==> src/rtl/if_stage.sv <==
// Instruction fetch stage: issues one word fetch at a time, captures the response
// into the IF/ID pipeline register, and handles decode back-pressure and redirects.
module if_stage #(
    parameter logic [31:0] RESET_PC = 32'h0000_0000
) (
    input  logic        clk_i,
    input  logic        rst_ni,
    output logic        imem_req_o,
    output logic [31:0] imem_addr_o,
    input  logic        imem_rvalid_i,
    input  logic [31:0] imem_rdata_i,
    input  logic        stall_i,
    input  logic        redirect_i,
    input  logic [31:0] redirect_pc_i,
    output logic        ifid_valid_o,
    output logic [31:0] ifid_pc_o,
    output logic [31:0] ifid_inst_o
);

    typedef enum logic [1:0] {
        S_FETCH = 2'd0,
        S_WAIT  = 2'd1,
        S_HOLD  = 2'd2,
        S_DRAIN = 2'd3
    } state_e;

    localparam logic [31:0] RESET_PC_ALIGNED = RESET_PC & 32'hFFFF_FFFC;

    state_e      state_q, state_d;
    logic        req_q, req_d;
    logic [31:0] pc_q, pc_d;
    logic        ifid_valid_q, ifid_valid_d;
    logic [31:0] ifid_pc_q, ifid_pc_d;
    logic [31:0] ifid_inst_q, ifid_inst_d;
    logic [31:0] hold_q, hold_d;

    logic [31:0] redir_tgt_s;
    logic [31:0] pc_inc_s;
    logic        ifid_free_s;

    assign redir_tgt_s = redirect_pc_i & 32'hFFFF_FFFC;
    assign pc_inc_s    = pc_q + 32'd4;
    assign ifid_free_s = !ifid_valid_q || !stall_i;

    // Next-state, PC, IF/ID and hold-buffer update.
    always_comb begin
        state_d      = state_q;
        pc_d         = pc_q;
        hold_d       = hold_q;
        ifid_pc_d    = ifid_pc_q;
        ifid_inst_d  = ifid_inst_q;
        // Decode consumes the live entry unless something reloads it below.
        if (ifid_valid_q && !stall_i) begin
            ifid_valid_d = 1'b0;
        end else begin
            ifid_valid_d = ifid_valid_q;
        end

        case (state_q)
            S_FETCH: begin
                // req_q low only in the first cycle out of reset: nothing issued yet.
                if (redirect_i) begin
                    pc_d         = redir_tgt_s;
                    ifid_valid_d = 1'b0;
                    hold_d       = 32'd0;
                    state_d      = req_q ? S_DRAIN : S_FETCH;
                end else begin
                    state_d      = req_q ? S_WAIT : S_FETCH;
                end
            end
            S_WAIT: begin
                if (redirect_i) begin
                    pc_d         = redir_tgt_s;
                    ifid_valid_d = 1'b0;
                    hold_d       = 32'd0;
                    state_d      = imem_rvalid_i ? S_FETCH : S_DRAIN;
                end else if (imem_rvalid_i) begin
                    if (ifid_free_s) begin
                        ifid_valid_d = 1'b1;
                        ifid_pc_d    = pc_q;
                        ifid_inst_d  = imem_rdata_i;
                        pc_d         = pc_inc_s;
                        state_d      = S_FETCH;
                    end else begin
                        hold_d       = imem_rdata_i;
                        state_d      = S_HOLD;
                    end
                end else begin
                    state_d      = S_WAIT;
                end
            end
            S_HOLD: begin
                if (redirect_i) begin
                    pc_d         = redir_tgt_s;
                    ifid_valid_d = 1'b0;
                    hold_d       = 32'd0;
                    state_d      = S_FETCH;
                end else if (!stall_i) begin
                    ifid_valid_d = 1'b1;
                    ifid_pc_d    = pc_q;
                    ifid_inst_d  = hold_q;
                    pc_d         = pc_inc_s;
                    state_d      = S_FETCH;
                end else begin
                    state_d      = S_HOLD;
                end
            end
            S_DRAIN: begin
                if (redirect_i) begin
                    pc_d         = redir_tgt_s;
                    ifid_valid_d = 1'b0;
                    hold_d       = 32'd0;
                end else begin
                    pc_d         = pc_q;
                end
                state_d = imem_rvalid_i ? S_FETCH : S_DRAIN;
            end
            default: begin
                state_d      = S_FETCH;
                ifid_valid_d = 1'b0;
            end
        endcase

        req_d = (state_d == S_FETCH);
    end

    // State and datapath registers.
    always_ff @(posedge clk_i or negedge rst_ni) begin
        if (!rst_ni) begin
            state_q      <= S_FETCH;
            req_q        <= 1'b0;
            pc_q         <= RESET_PC_ALIGNED;
            ifid_valid_q <= 1'b0;
            ifid_pc_q    <= 32'd0;
            ifid_inst_q  <= 32'd0;
            hold_q       <= 32'd0;
        end else begin
            state_q      <= state_d;
            req_q        <= req_d;
            pc_q         <= pc_d;
            ifid_valid_q <= ifid_valid_d;
            ifid_pc_q    <= ifid_pc_d;
            ifid_inst_q  <= ifid_inst_d;
            hold_q       <= hold_d;
        end
    end

    assign imem_req_o   = req_q;
    assign imem_addr_o  = pc_q;
    assign ifid_valid_o = ifid_valid_q;
    assign ifid_pc_o    = ifid_pc_q;
    assign ifid_inst_o  = ifid_inst_q;

endmodule

==> config.mk <==
export PLATFORM = sky130hd
export DESIGN_NAME = if_stage
export DESIGN_NICKNAME = d
export VERILOG_FILES = /design/src/rtl/if_stage.sv
export SDC_FILE = /design/constraint.sdc
export NUM_CORES = 1
export LEC_CHECK = 0
export ABC_AREA = 0
export ABC_CLOCK_PERIOD_IN_PS = 2960
export CORE_MARGIN = 2
export CORE_UTILIZATION = 52
export DETAILED_ROUTE_END_ITERATION = 12
export GPL_TIMING_DRIVEN = 0
export PLACE_DENSITY = 0.92
export SETUP_SLACK_MARGIN = 0.15
export SYNTH_ARGS = -nofsm -noshare
export SYNTH_HDL_FRONTEND = slang
export SYNTH_SLANG_ARGS = --single-unit
==> constraint.sdc <==
create_clock -name clk_i -period 2.96 [get_ports clk_i]
set_input_delay 0.888 -clock clk_i [delete_from_list [all_inputs] [get_ports clk_i]]
set_output_delay 0.888 -clock clk_i [all_outputs]
set_load 0.05 [all_outputs]
==> results of run 1 <==
-- cell families (layout without fill, tap and decap cells) --
| group | count (synthesis) | in the layout |
|---|---|---|
| simple gates | 195 | 195 |
| compound gates | 163 | 163 |
| flops | 128 | 128 |
| mux | 63 | 63 |
| buf+inv | 61 | 253 |
| fa+ha+maj | 5 | 5 |
| other cells | 1 | 4 |
-- power by group --
part	leakage, uW	total (uW)	internal [uW]	switching (uW)
Combinational	0.00169	6030	2060	3970
Sequential	0.00153	3130	2470	656
Clock	0.000270	2000	1220	777
Total	0.00349	11200	5760	5400
-- routing by layer --
| layer | share of wire | vias up |
|---|---|---|
| li1 | - | 2535 |
| met1 | 0.38 | 2852 |
| met2 | 0.49 | 349 |
| met3 | 0.095 | 73 |
| met4 | 0.040 | 0 |
| met5 | 0 | - |
-- final cells by class --
cell class                      instances  area [sq um]
Buffer                                 51           263
Inverter                               10          37.5
Timing Repair Buffer                  160          1620
Sequential cell                       128          3200
Clock inverter                          8          81.3
Fill cell                             703          2970
Clock buffer                           24           482
Tap cell                              143           179
Multi-Input combinational cell        430          2640
-- registers in the layout, indices dropped and copies added (netlist names) --
| register | cells |
|---|---|
| hold_q | 32 |
| ifid_inst_o | 32 |
| ifid_pc_o | 30 |
| ifid_valid_o | 1 |
| imem_addr_o | 30 |
| imem_req_o | 1 |
| state_q | 2 |
-- worst max path at each step --
stage | endpoint | cells past startpoint | slack [ps]
after floorplan | imem_addr_o[28] | 7 | 800
after global routing | imem_addr_o[5] | 7 | 150
after global placement | ifid_pc_o[4] | 1 | -3810
after CTS | ifid_inst_o[22] | 6 | 210
final | imem_addr_o[17] | 1 | 240
after detailed placement | ifid_inst_o[22] | 6 | -190
-- Yosys cell counts, types with 2 or more instances --
| master | instances |
|---|---|
| o32ai_1 | 3 |
| nor2_1 | 56 |
| a21boi_0 | 2 |
| o31ai_1 | 2 |
| nor4_1 | 2 |
| nor2b_1 | 3 |
| o22ai_1 | 8 |
| o22a_1 | 3 |
| buf_2 | 15 |
| clkbuf_1 | 17 |
| and4_1 | 3 |
| nand2_1 | 84 |
| and2_1 | 3 |
| nand2b_1 | 2 |
| a41o_1 | 3 |
| buf_1 | 7 |
| buf_4 | 7 |
| mux2_2 | 30 |
| nand3_1 | 16 |
| nor3_1 | 5 |
| nand4_1 | 6 |
| o21ai_0 | 51 |
| ha_1 | 5 |
| inv_1 | 10 |
| and4_4 | 2 |
| a21oi_1 | 59 |
| and2_4 | 2 |
| clkbuf_2 | 2 |
| a311oi_1 | 3 |
| a22oi_1 | 2 |
| a31oi_1 | 7 |
| a2bb2oi_1 | 6 |
| a211oi_1 | 4 |
| a31o_2 | 2 |
| or3_1 | 2 |
| mux2i_1 | 33 |
| buf_6 | 3 |
| and3_1 | 5 |
| dfrtp_1 | 128 |
-- stage by stage --
stage | hold slack, ps | setup slack (ps)
floorplan | 450 | 795
global placement | 462 | -3810
detailed placement | 472 | -190
CTS | 470 | 207
global route | 492 | 155
finish | 432 | 243
==> results.md, run 1 <==
• **crit path launch type** register
• **Max FO, Critical Path** 8
• **mean instance size in the synthesized netlist** 9.93 sq um
• **Max-cap violations** 0
• **slew margin rel.** 0.498
• **post-route clock period utilization** 0.918
• **area fraction in compound gates after synthesis** 0.160
• **total setup buffers inserted after CTS** 0
• **capturing element type of the critical path** output pin
• **PortBufs** 159
• **post-route cell area** 0.00850 sq mm
• **total clock buffers created by CTS** 17
• **Cell Count, Final, Fillers Out** 954
• **pwr/cell area** 1310 mW/mm^2
• **via count of the first global-routing pass** 5958
• **commonest cells after routing, fill and taps aside** 158 x clkdlybuf4s50_1, 128 x dfrtp_1, 84 x nand2_1, 59 x a21oi_1, 55 x nor2_1
• **multiplexer fraction of the synthesized cell area** 0.109
• **Worst Path Required** 2070 ps
• **detailed-route wire length per cell** 19.6 um
• **routability cong.** 0.889
• **maximum number of pins on one net before global-route repair** 66
• **worst-skew pair later-pin latency** 430 ps
• **H-tree level count** 4
• **number of antenna violations at the first check in global routing** 0
• **setup slack, reg-to-reg** 650 ps
• **Final #Nets** 872
• **Initial Util** 0.533
• **count of buffering cells on the critical path with inverters included** 1
• **Post-Syn Instances** 616
• **CP Class** register to output pin
• **maximum clock rate** 0.368 GHz
• **synthesis-stage register bit count** 128
• **remaining design rule violation count** 0
• **netlist area before placement** 0.00612 sq mm
• **share of post-route cells with drive strength above 1** 0.127
• **area fraction of the dominant cell type after synthesis** 0.524
• **R2R Path Start** state_q[1]
• **count of flip-flops with a built-in enable after synthesis** 0
• **highest-utilization routing layer at the global route stage** met2
• **dominant synthesized flop cell** dfrtp_1
• **cts-stage hold buffer count** 0
• **area of the die** 0.0126 sq mm
• **die height** 112 um
• **status** finished, final reports clean
• **worst reg-to-reg path cell count** 9
• **end-of-flow core utilization** 0.741
• **global-route total usage across every layer** 0.300
• **final WL** 18700 um
• **number of design-rule violations left by the first detailed-router iteration** 649
• **setup violation total in the final timing report** 0
• **area of the core region** 0.0115 sq mm
• **count of final hold-check violations** 0
• **met1 global-route usage** 0.363
• **most common cell after layout, fill and taps aside** clkdlybuf4s50_1
• **most area-hungry cell type in the Yosys netlist** dfrtp_1
• **number of nets with antenna violations after routing** 0
• **Max rail drop VDD** 0.974 mV
• **main combinational cell family by area after synthesis** compound AO/OA/AOI/OAI gates
• **PnR Total Power** 11200 uW
• **highest-delay cell along the critical path** clkdlybuf4s50_1
• **area growth from synthesis to final layout** 39.0%
• **asr flop ratio synth** 1.00
• **path class of the lowest-slack min-delay path** input port to async pin
• **number of sinks handled by clock tree synthesis** 128
• **grt met2 use** 0.486
• **number of antenna cells inserted** 0
• **largest cells by area after synthesis** dfrtp_1 52%, mux2_2 5.5%, mux2i_1 5.4%
• **Placed Area** 0.00793 sq mm
• **final slew viol count** 0
• **number of placed instances with taps included** 922
• **Root Driver** clkbuf_16
• **unrepaired setup endpoints after global routing** false
• **Die Width** 112 um
• **sequential fraction of the synthesis area** 0.524
• **post-synthesis share of cell area spent on full adders, half adders and majority gates** 0.0102
• **xor/xnor share of the synthesized area** 0
• **Tmin final** 2720 ps
• **number of buffers between clock root and the deepest sink** 2
• **number of standard-cell rows in the floorplan** 39
• **clock transition at the registers of the reported paths** 60 ps
• **critical path, cell by cell** clkdlybuf4s50_1
• **CP peak stage delay** 910 ps
• **dpl hpwl** 12600 um
• **Worst Max-Slew Pin Slew** 754 ps
• **gate family responsible for the most delay along the worst path** buffers and inverters
• **simple-gate share of the synthesized area** 0.147
• **leakage component of the power** 0.00349 uW
• **count of cell types in the netlist** 52
• **arrival time at the worst endpoint** 1830 ps
• **I/O pins** 167
• **Via-to-Cell Ratio** 6.09
• **worst-case clock skew** 6.91 ps
• **crit path from** imem_addr_o[17]
• **total overflow reported by the global router** 0
• **count of yosys warnings during synthesis** 0
• **worst reg2reg path endpoint** ifid_inst_o[14]
• **met3 capacity usage during global routing** 0.100
• **vias** 5809
• **cts repair resizes** 0
• **CTS tree** yes
• **count of TritonRoute iterations in the first routing pass** 6
• **post-route setup TNS** 0 ps
• **global-route wire length before repair** 29900 um
No activity file was read; power rests on OpenSTA's default activity.
==> run 2: changes to the inputs <==
--- a/config.mk
+++ b/config.mk
@@ -13,6 +13,7 @@
 export GPL_TIMING_DRIVEN = 0
 export PLACE_DENSITY = 0.92
 export SETUP_SLACK_MARGIN = 0.15
+export SKIP_LAST_GASP = 1
 export SYNTH_ARGS = -nofsm -noshare
 export SYNTH_HDL_FRONTEND = slang
 export SYNTH_SLANG_ARGS = --single-unit
==> results of run 2 <==
Same layout as run 1: the final DEF is identical, and so are final timing and power.
==> run 3: changes to the inputs <==
--- a/config.mk
+++ b/config.mk
@@ -13,6 +13,7 @@
 export GPL_TIMING_DRIVEN = 0
 export PLACE_DENSITY = 0.92
 export SETUP_SLACK_MARGIN = 0.15
+export SKIP_CTS_REPAIR_TIMING = 1
 export SKIP_LAST_GASP = 1
 export SYNTH_ARGS = -nofsm -noshare
 export SYNTH_HDL_FRONTEND = slang
==> results of run 3 <==
Same layout as run 1: the final DEF is identical, and so are final timing and power.
==> patch: new RTL, settings of run 3 <==
`hold_q` no longer has a reset.
--- a/src/rtl/if_stage.sv
+++ b/src/rtl/if_stage.sv
@@ -133,7 +133,6 @@
             ifid_valid_q <= 1'b0;
             ifid_pc_q    <= 32'd0;
             ifid_inst_q  <= 32'd0;
-            hold_q       <= 32'd0;
         end else begin
             state_q      <= state_d;
             req_q        <= req_d;
@@ -141,8 +140,11 @@
             ifid_valid_q <= ifid_valid_d;
             ifid_pc_q    <= ifid_pc_d;
             ifid_inst_q  <= ifid_inst_d;
-            hold_q       <= hold_d;
         end
+    end
+
+    always_ff @(posedge clk_i) begin
+        hold_q <= hold_d;
     end
 
     assign imem_req_o   = req_q;
Behaviour: same outputs for any inputs over 4 cycles, from zero or initial values and one cycle with rst_ni low; that may be too few to reach the edited logic, so the function may still have changed.
==> patch against run 3 <==
  * Synthesized area down 1.2%
  * Setup slack worse by 0.023 ns
  * Design area about the same
  * Sequential cell count unchanged
  * Total power up 1.7%
  * Cell count down 8.1%
  * Clock skew down 0.0015 ns
  * Wire length down 4.6%
  * Via count down 10%
  * Critical path type unchanged
  * Largest cell class unchanged
==> patch: results (changes against run 3) <==
Run status
  • Outcome: complete, no violations

Finish
  • Fraction of layout instances using a drive strength above 1: 15.12% (+2.4 points)
  • Multi-input logic area: 2449 µm² (-7.1%)
  • Non-clock buffer count: 200 (-5.2%)
  • Sequential fraction of total cell area: 39.59% (+1.9 points)
  • Fillcell total: 774 (+10%)
  • Final clock-cell share: 7.203% (+0.58 points)
  • Layout multi-input combinational cell count: 363 (-16%)

GRT
  • Global-route wire length before repair: 28340 µm (-5.2%)
  • Maximum number of pins on one net before global-route repair: 68 (+3.0%)
  • Met3 track demand over resource in global routing: 5.117% (-4.9 points)
  • Via count of the first global-routing pass: 5387 (-9.6%)
  • Total routing resource utilization after global routing: 29.16% (-0.87 points)

Synth
  • Compound-gate portion of the synthesized area: 13.00% (-3.0 points)
  • Multiplexer share of the synthesized area: 11.22% (+0.30 points)
  • Number of enable-type register cells in the synthesized netlist: 32 (+32)
  • Synth Area in Adders: 1.035% (+0.012 points)
  • Proportion of register bits with asynchronous set or reset after synthesis: 75.00% (-25 points)
  • Cell types with the highest counts after synthesis: 96 x sky130_fd_sc_hd__dfrtp_1, 66 x sky130_fd_sc_hd__a21oi_1, 54 x sky130_fd_sc_hd__nor2_1, 34 x sky130_fd_sc_hd__mux2i_1
  • Number of distinct library cell variants in the gate-level netlist after synthesis: 61 (+17%)
  • Synthesized area per cell: 11.24 µm² (+13%)

Detailed routing
  • Via count: 5231 (-10%)
  • DRT met1 WL: 7219 µm (+2.5%)
  • Number of vias per cell: 5.965 (-2.0%)
  • 1st-iter DRT viols: 465 (-28%)
  • Wire length reported by the detailed router: 17880 µm (-4.6%)
  • Total length of routed met3 wires: 1080 µm (-39%)
  • Routed wl met2: 8814 µm (-3.9%)

Timing
  • Largest clock skew in the final design: 0.005439 ns (-0.001472 ns)
  • Worst Tran Pin Value: 0.8080 ns (+0.05439 ns)

Place
  • Placed instance area: 7883 µm² (-0.57%)
  • RD Place Congestion: 0.9344 (+5.1%)
  • Worst slack at placement: 0.03587 ns (+0.2263 ns)

Setup path
  • Delay contributed by the slowest stage of the critical path: 0.88 ns (-0.03 ns)
  • Data arrival time of the critical path: 1.85 ns (+0.02 ns)

Pwr
  • Reported leakage power: 3.349 nW (-4.1%)
  • Portion of total power attributed to sequential cells: 28.3% (+0.2 points)
  • P per Cell Area: 1336 nW/µm² (+1.8%)
patch: changes by cell type after synthesis, sizes merged, moves of 3 or more:
cell	change
o21ai	-38
and4	-4
nor3	+3
a41o	-3
clkbuf	-11
edfxtp	+32
or2	+3
a31oi	-3
a21oi	+7
and2	+27
nand2	-63
dfrtp	-32
patch: final timing paths:
| check | from | endpoint | slack [ns] | cells after the start |
|---|---|---|---|---|
| worst max-delay path | imem_addr_o[4] | imem_addr_o[4] | 0.22 | 1 |
| worst min-delay path | rst_ni | ifid_pc_o[31] | 0.40 | 1 |
| worst max register to register | state_q[1] | imem_addr_o[10] | 0.48 | 9 |
| worst min register to register | ifid_pc_o[15] | ifid_pc_o[15] | 0.50 | 1 |
| max in group asynchronous | rst_ni | ifid_pc_o[28] | 1.87 | 2 |
| min in group clk_i | ifid_pc_o[15] | ifid_pc_o[15] | 0.50 | 1 |
